File: config.mk
export PLATFORM = sky130hd
export DESIGN_NAME = tech_ram_req_bridge
export DESIGN_NICKNAME = d
export VERILOG_FILES = /design/src/rtl/tech_ram_req_bridge.sv
export SDC_FILE = /design/constraint.sdc
export NUM_CORES = 1
export LEC_CHECK = 0
export ABC_AREA = 1
export CAP_MARGIN = 20
export CORE_AREA = 2 2 217 219
export DETAILED_ROUTE_END_ITERATION = 16
export DIE_AREA = 0 0 219 221
export PLACE_DENSITY = 0.81
export RECOVER_POWER = 50
export REMOVE_ABC_BUFFERS = 1
export SETUP_SLACK_MARGIN = 0.5
export SYNTH_ARGS = -nofsm -noshare
export SYNTH_HDL_FRONTEND = slang
export SYNTH_SLANG_ARGS = --single-unit
File: constraint.sdc
create_clock -name clk_i -period 33.3 [get_ports clk_i]
set_input_delay 3.33 -clock clk_i [delete_from_list [all_inputs] [get_ports clk_i]]
set_output_delay 3.33 -clock clk_i [all_outputs]
set_load 0.05 [all_outputs]
File: src/rtl/tech_ram_req_bridge.sv
// tech_ram_req_bridge: valid/ready front end for the single-port RAM macro.
// Drives the active-low macro controls straight from the request, captures the
// 1-cycle-latency read data and returns it through a credit-managed FIFO.
module tech_ram_req_bridge #(
  parameter  int unsigned BIT_WIDTH  = 128,
  parameter  int unsigned WORD_DEPTH = 64,
  parameter  int unsigned FIFO_DEPTH = 4,
  localparam int unsigned AW         = $clog2(WORD_DEPTH),
  localparam int unsigned BMW        = BIT_WIDTH / 8
) (
  input  logic                 clk_i,
  input  logic                 rst_n_i,
  input  logic                 req_valid_i,
  output logic                 req_ready_o,
  input  logic                 req_we_i,
  input  logic [AW-1:0]        req_addr_i,
  input  logic [BMW-1:0]       req_bm_i,
  input  logic [BIT_WIDTH-1:0] req_dat_i,
  output logic                 rsp_valid_o,
  input  logic                 rsp_ready_i,
  output logic [BIT_WIDTH-1:0] rsp_dat_o,
  output logic                 ram_en_o,
  output logic                 ram_wen_o,
  output logic [BMW-1:0]       ram_bm_o,
  output logic [AW-1:0]        ram_addr_o,
  output logic [BIT_WIDTH-1:0] ram_dat_o,
  input  logic [BIT_WIDTH-1:0] ram_dat_i
);

  localparam int unsigned PW = (FIFO_DEPTH > 1) ? $clog2(FIFO_DEPTH) : 1;
  localparam int unsigned CW = $clog2(FIFO_DEPTH + 1);
  localparam int unsigned OW = CW + 1;

  logic [BIT_WIDTH-1:0] fifo_mem [FIFO_DEPTH];
  logic [PW-1:0]        wr_ptr;
  logic [PW-1:0]        rd_ptr;
  logic [CW-1:0]        fifo_cnt;
  logic                 rd_pend;
  logic [OW-1:0]        occ;
  logic                 fire;
  logic                 wr_fire;
  logic                 rd_fire;
  logic                 push;
  logic                 pop;

  // Credit: an in-flight read already owns a FIFO slot, so ready looks only at registers.
  assign occ         = OW'(rd_pend) + OW'(fifo_cnt);
  assign req_ready_o = rst_n_i & (occ < OW'(FIFO_DEPTH));

  assign fire    = req_valid_i & req_ready_o;
  assign wr_fire = fire & req_we_i;
  assign rd_fire = fire & ~req_we_i;
  assign push    = rd_pend;
  assign pop     = rsp_valid_o & rsp_ready_i;

  // Macro drive is combinational so the access happens at the request's fire edge.
  assign ram_en_o   = ~fire;
  assign ram_wen_o  = ~wr_fire;
  assign ram_bm_o   = wr_fire ? req_bm_i : '1;
  assign ram_addr_o = req_addr_i;
  assign ram_dat_o  = req_dat_i;

  assign rsp_valid_o = (fifo_cnt != '0);
  assign rsp_dat_o   = fifo_mem[rd_ptr];

  // Read-pending flag plus circular response buffer; macro data is taken only while rd_pend is set.
  always_ff @(posedge clk_i) begin
    if (!rst_n_i) begin
      rd_pend  <= 1'b0;
      wr_ptr   <= '0;
      rd_ptr   <= '0;
      fifo_cnt <= '0;
      for (int unsigned i = 0; i < FIFO_DEPTH; i++) begin
        fifo_mem[PW'(i)] <= '0;
      end
    end else begin
      rd_pend <= rd_fire;
      if (push) begin
        fifo_mem[wr_ptr] <= ram_dat_i;
        wr_ptr           <= (wr_ptr == PW'(FIFO_DEPTH - 1)) ? '0 : wr_ptr + PW'(1);
      end
      if (pop) begin
        rd_ptr <= (rd_ptr == PW'(FIFO_DEPTH - 1)) ? '0 : rd_ptr + PW'(1);
      end
      fifo_cnt <= fifo_cnt + CW'(push) - CW'(pop);
    end
  end

endmodule
# Word level (Yosys, flattened, before mapping)

Memory sizes are Yosys's and may differ from the RTL's. A register that Yosys moved wholly into a read port is not among the register bits.
Index checks and enable logic that the tools add are counted.

Add/subtract/negate cells: 5
Order comparisons: 1
Eq/ne operators: 2
Mux-type cells: 12
Bitwise operators: 8
Reductions and logical operators: 2

Operators by type and width:

| operator                                                                     | count |
|---|---|
| 128-bit two-way mux                                                          | 1 |
| 128-bit OR reduction                                                         | 1 |
| 16-bit two-way mux                                                           | 1 |
| 2-bit two-way mux                                                            | 5 |
| 1-bit bitwise AND                                                            | 5 |
| 1-bit two-way mux                                                            | 5 |
| 1-bit by 3-bit adder with 4-bit output                                       | 1 |
| 2-bit by 1-bit adder with 2-bit output, second input constant                | 2 |
| 2-bit == test, second input constant                                         | 2 |
| 4-bit by 3-bit less-than comparator with 1-bit output, second input constant | 1 |
| 3-bit by 1-bit adder with 3-bit output                                       | 1 |
| 1-bit inverter                                                               | 3 |
| 3-bit nonzero test                                                           | 1 |
| 3-bit by 1-bit subtractor with 3-bit output                                  | 1 |

Register bits: 8
Bits in writable memories: 512
Bits of input ports: 283
Word-level logic and storage cells: 35
Memories: 1

Memories:

| name     | words | width | rd ports | clocked after Yosys merged registers in | write ports | line | RTL |
|---|---|---|---|---|---|---|---|
| fifo_mem | 4     | 128   | 1        | 1                                       | 4           | 34   | `logic [BIT_WIDTH-1:0] fifo_mem [FIFO_DEPTH];` |

# Depth between registers and ports, before layout

Depth after elaboration: 6
Mapped depth: 11
Mapped depth without buffers: 11

# Least setup slack after synthesis

No wires, ideal clock.

Kind: reg2reg
Start point: reg rd_pend, in the netlist push
End point: mem fifo_mem[3][0], enable pin
Setup time: 0.803 ns
Arrival time: 9.878 ns
Setup slack: 22.619 ns
Stages on the path, launching flop included: 3
Path buffers: 0
Clock period less this slack: 10.681 ns
Cell sequence: dfxtp_1 inv_1 o31ai_1

RTL lines:

| what                     | line | RTL |
|---|---|---|
| start: declaration       | 38   | `logic rd_pend;` |
| start signal: assignment | 77   | `rd_pend <= rd_fire;` |
| end: declaration         | 34   |  |

==> impl_metrics.csv <==
group,metric,value,unit
finish,final_util,0.586,
clocking,hold_buffers,0,
place,gp_congestion,0.906,
grt,grtUsageMet3,0.262,
critical_path,path_common_cell,"nand2_1",
yosys,synth_top_family_by_area,"simple AND/OR/NAND/NOR gates",
sta,rsz0062_at_grt,"no",
critical_path,cp_num_buf_inv,2,
pwr,power.total,2.22,mW
grt,antenna_found_initial,1,
grt,grtUsageTotal,0.341,
finish,final_area,27000,sq um
critical_path,path_delay_family,"simple AND/OR/NAND/NOR gates",
sta,max_freq,76.3,MHz
critical_path,worstSetupPathType,"primary input to flop",
pwr,intPower,1.33,mW
die,start_util,0.503,
sta,max_slew_margin,-4.86,
yosys,synth_compound_area_frac,0.0912,
grt,overflow,0,
pwr,combPwrFrac,0.393,
clocking,clockRootBuffer,"clkbuf_16",
grt,grt_pass1_vias,16300,
clocking,cts_tree,"done",
yosys,yosysTopAreaCellShare,0.664,
clocking,clk_latency,0.59,ns
place,placed_area,25400,sq um
yosys,ys_ff_latch,522,
detailed_routing,remaining_drc_errors,0,
grt,met1_usage,0.386,
yosys,yosys-top-cells-area,"edfxtp_1 66%, nor2_1 13%, o21ai_0 5.6%",
yosys,synthTopCellsByCount,"777 x nor2_1, 512 x edfxtp_1, 257 x o21ai_0, 155 x inv_1, 142 x buf_4",
pwr,p_switching,0.894,mW
detailed_routing,vias,17300,
yosys,syn_inst,2169,
finish,drive_above_1_share,0.0379,
status,status,"finished with violations",
yosys,yosysTopAreaCell,"edfxtp_1",
yosys,avgSynthCellArea,10.7,sq um
yosys,yosysSeqAreaShare,0.673,
grt,grt_max_degree,158,
die,row_count,79,
pwr,ir_drop,87.9,uV
pwr,leakage,10.5,nW
clocking,cts.clk_slew.worst_paths,0.06,ns
yosys,synth-xor-area-share,0.000378,
yosys,asyncSetResetFlopFracSynth,0,
detailed_routing,vias_per_cell,5.96,
yosys,synth_most_common_cell,"nor2_1",
yosys,syn_area,23100,sq um
sta,setup_viol,0,
finish,diodes,0,
critical_path,slowest_stage,"nand2_1",
finish,syn2layout_area_growth,16.5,%
clocking,cts_resized,0,
finish,nets,2544,
grt,grt_pass1_wl,116,mm
sta,post-route-min-period,13.10,ns
grt,grt_util_met2,0.473,
detailed_routing,first_pass_iters,6,
die,die-area,48400,sq um
critical_path,max_stage_delay,3.25,ns
pwr,seq_power_share,0.352,
detailed_routing,avgRoutedWirePerCell,29.0,um
die,coreArea,46100,sq um
yosys,yosys_warnings,0,
yosys,synthAdderAreaFrac,0.00357,
place,dp.final_hpwl,55.0,mm
sta,worst_pin_slew,8.78,ns
grt,busiest_layer,"met2",
detailed_routing,finalWirelength,84.2,mm
yosys,muxShareOfSynthArea,0,
critical_path,crit_chain,"dlygate4sd3_1, nand2_1, nor2_1, nand2_1, nand2_1, buf_4",
pwr,pwr-share-clk,0.254,
clocking,cts_buffer_depth,3,
sta,timing.final.hold_violations,0,
status,violations,"capacitance limit, slew limit",
pwr,p_per_area,82.4,nW/um^2
yosys,ys.flop_type,"edfxtp_1",
clocking,cts_buffers,51,
critical_path,start_kind,"primary input",
critical_path,required,33.51,ns
sta,fin_setup_tns,0,ns
sta,whs,0.545,ns
flow_run,drv_cap,9,
sta,min_period_over_period,0.393,
sta,finalClockSkew,0.00881,ns
clocking,htree_levels,2,
die,ios,565,
yosys,yosys.area_share.simple,0.135,
detailed_routing,drt_iter0_markers,2199,
pwr,p_sw_frac,0.403,
critical_path,critPathArrivalTime,13.31,ns
clocking,cts_num_sinks,522,
die,fp.dieH,221,um
clocking,post_cts_buffers,0,
critical_path,crit_path_max_fanout,129,
critical_path,crit_path_end_kind,"flop",
yosys,synth_edf_count,512,
min_path,hp-class,"flop to flop",
yosys,ys_types,22,
die,die_w,219,um
place,io_buffers,296,
sta,slew_violations,657,
detailed_routing,ant_nets,0,
==> worst reg2reg max path, cell delays in order (launching register included) <==
cell,delay [ns]
dfxtp_1,0.38
nand2_1,4.00
nor2_1,0.39
nand2_1,1.94
nand2_1,1.85
buf_4,0.90
==> power groups by stage <==
stage                     Clock, mW  Sequential (mW)  Combinational [mW]
after CTS                     0.567            0.779               0.866
final                         0.565            0.782               0.874
after global placement            0            0.791               0.850
after global routing          0.590            0.786               0.915
after floorplan                   0            0.805               0.539
after detailed placement          0            0.793               0.862
==> state kept, by name, indices dropped and copies added, names as in the netlist, named ones only <==
| signal | flops |
|---|---|
| fifo_mem | 512 |
| fifo_cnt | 3 |
| rd_ptr | 2 |
| wr_ptr | 2 |
| push | 1 |
==> stage by stage <==
step,instances,setup WS (ns)
global route,2900,19.53
floorplan,1889,21.93
detailed placement,2808,24.05
CTS,2899,24.04
global placement,2808,24.08
finish,2900,20.20
==> cells in the final DEF (no fill, tap or decap), drive strengths merged, types with 5 or more instances in the layout <==
cell           instances
clkbuf                63
nand4                 18
clkdlybuf4s50        293
edfxtp               512
ha                     5
o22ai                129
o21ai                259
inv                  157
clkinv                25
buf                   12
dfxtp                 10
nand2                 14
nor2                 779
==> per-layer routing <==
metal,vias up,share of wire
li1,7394,-
met1,8348,0.33
met2,1354,0.41
met3,163,0.21
met4,14,0.046
met5,-,0.0073
==> logic make-up (layout without fill, tap and decap cells) <==
logic type / Yosys count / count (layout)
AND/OR/NAND/NOR: 815 / 815
flip-flops: 522 / 522
buffers and inverters: 436 / 560
AO/OA/AOI/OAI: 389 / 389
adder cells (fa/ha/maj): 6 / 6
XOR/XNOR: 1 / 1
==> area by class of cell <==
class	count	area, sq um
Fill cell	3721	19100
Clock buffer	58	1350
Timing Repair Buffer	313	3090
Clock inverter	33	267
Tap cell	607	759
Sequential cell	522	15600
Inverter	156	596
Multi-Input combinational cell	1211	5330
==> worst paths after layout <==
kind	start	end	slack [ns]	depth (start not counted)
setup / recovery	rst_n_i	fifo_mem[2][60]	20.20	6
setup reg to reg	push	fifo_mem[2][60]	23.43	5
hold / removal	rd_ptr[1]	flop	0.54	2
hold reg to reg	rd_ptr[1]	flop	0.54	2
Note: power is estimated with default switching activity, not from simulation.
==> patch (same flow settings) <==
The parameter `BIT_WIDTH` goes from 128 to 132.
--- a/src/rtl/tech_ram_req_bridge.sv
+++ b/src/rtl/tech_ram_req_bridge.sv
@@ -2,7 +2,7 @@
 // Drives the active-low macro controls straight from the request, captures the
 // 1-cycle-latency read data and returns it through a credit-managed FIFO.
 module tech_ram_req_bridge #(
-  parameter  int unsigned BIT_WIDTH  = 128,
+  parameter  int unsigned BIT_WIDTH  = 132,
   parameter  int unsigned WORD_DEPTH = 64,
   parameter  int unsigned FIFO_DEPTH = 4,
   localparam int unsigned AW         = $clog2(WORD_DEPTH),
Ports: changed (resized ram_dat_i, ram_dat_o, req_dat_i and rsp_dat_o); port bits go from 565 to 581. No check against the original RTL was run, so the function may have changed too.
==> patch against the original RTL <==
The run still ends with capacitance limit, slew limit left; total power grew 2.1%; sequential cell count grew 16; area after synthesis grew 2.8%; setup slack lost 2.5 ns; non-clock buffer count grew 8; routed wire length grew 4.1%; final area grew 2.6%; sequential power grew 3%; critical endpoint is now fifo_mem[2][5]; largest power group unchanged.
==> patch: results (changes against the original RTL) <==
- Top cells by count, synth: nor2_1, edfxtp_1, o21ai_0
- Cell family with most CP delay: simple AND/OR/NAND/NOR gates
- Gpl congestion: 0.925 (+2.0%)
- Violated checks: capacitance limit, slew limit
- Clock buffer count from CTS: 53 (+3.9%)
- Worst skew pair latency: 0.61 ns (+0.02 ns)
- Vias in the first global route: 16500 (+1.4%)
- Dpl cells: 2872 (+2.3%)
- Synth Area in Compound Gates: 9.14% (+0.023 points)
- Drt pass-1 iters: 6 (unchanged)
- DP HPWL: 58.2 mm (+5.8%)
- Initial DRC count: 2090 (-5.0%)
- Antenna violations before repair: 4 (+3)
- Crit-path max FO: 133 (+3.1%)
- Final slew viol count: 835 (+27%)
- Status: finished, violations left
- Share of post-route cells with drive strength above 1: 3.56% (-0.23 points)
- Largest net degree at the start of global routing: 150 (-5.1%)
- Worst Hold Slack: 0.509 ns (-0.0360 ns)
- Clock Skew: 0.0176 ns (+0.00878 ns)
- Static Leak: 0.0108 uW (+2.6%)
- Post-place instance area: 26200 um^2 (+2.9%)
- Biggest regs: fifo_mem: 528 flops, fifo_cnt: 3 flops
- Hold-critical path depth: 2 (unchanged)
- Post-synth EDFFs: 528 (+3.1%)
- Final WS setup: 17.68 ns (-2.52 ns)
- Vias/cell: 5.93 (-0.52%)
- Worst-margin pin slew: 5.96 ns (-2.83 ns)
- Synth Instances: 2232 (+2.9%)
- CP max stage delay: 4.45 ns (+1.20 ns)
- Peak supply drop: 0.0000688 V (-22%)
- Vias: 17600 (+1.8%)
- Final Net Count: 2618 (+2.9%)
- Final wirelength: 87.7 mm (+4.1%)
- First-pass GRT wire length: 120 mm (+3.2%)
- R2R Path End: fifo_mem[2][5]
- Max_cap viols: 10 (+1)
- Synth async-reset ratio: 0% (unchanged)
- Netlist cell types: 19 (-14%)
- Adder-Cell Fraction of Synth Area: 0.347% (-0.0098 points)
- Final Util: 60.1% (+1.5 points)
- Port Buf Inserts: 304 (+2.7%)
- Filler cell count: 3618 (-2.8%)
- CP arrival: 15.87 ns (+2.56 ns)
- Register area share after synthesis: 67.5% (+0.17 points)
- Dpl ws: 23.84 ns (-0.213 ns)
- Synth top area cells: edfxtp_1, nor2_1, o21ai_0
- Xor/xnor share of the synthesized area: 0.0368% (-0.0010 points)
==> patch: cell count changes after synthesis, sizes merged <==
| cell | delta |
|---|---|
| buf | -21 |
| clkbuf | +28 |
| edfxtp | +16 |
| inv | +4 |
| nor2 | +24 |
| o21ai | +8 |
| o22ai | +4 |
==> patch: power breakdown <==
group | internal, uW | switching [uW] | total [uW] | leakage (uW)
combinational | 259 | 642 | 901 | 0.00449
sequential | 779 | 22.4 | 802 | 0.00554
clock | 316 | 249 | 564 | 0.000777
total | 1350 | 914 | 2270 | 0.0108
==> patch: metal layers <==
| metal | vias up | GRT usage (%) | routed length [um] |
|---|---|---|---|
| met5 | - | 11.6 | 735 |
| met4 | 14 | 16.4 | 5000 |
| met3 | 169 | 27.3 | 18100 |
| met2 | 1330 | 48.3 | 35400 |
| met1 | 8467 | 39.9 | 28500 |
| li1 | 7601 | - | - |
==> patch: final cells by class <==
| class | count | area share (%) |
|---|---|---|
| inverter | 160 | 2.21 |
| timing repair buffer | 321 | 11.4 |
| antenna | 1 | 0.00904 |
| clock buffer | 68 | 5.15 |
| clock inverter | 25 | 0.637 |
| sequential | 538 | 58.0 |
| tap | 607 | 2.74 |
| multi-input combinational | 1247 | 19.8 |
==> patch: worst max path at each step <==
stage,to,cells past startpoint
after CTS,ram_bm_o[12],5
final,fifo_mem[2][5],6
after detailed placement,ram_bm_o[12],5
after floorplan,rsp_dat_o[0],3
after global placement,ram_bm_o[14],5
after global routing,fifo_mem[2][5],6
==> patch: kinds of logic after synthesis <==
group,count (synthesis)
AOI/OAI and AO/OA,401
xor gates and xnor gates,1
adders and majority gates,6
buffers and inverters,447
DFF,538
and+or+nand+nor,839
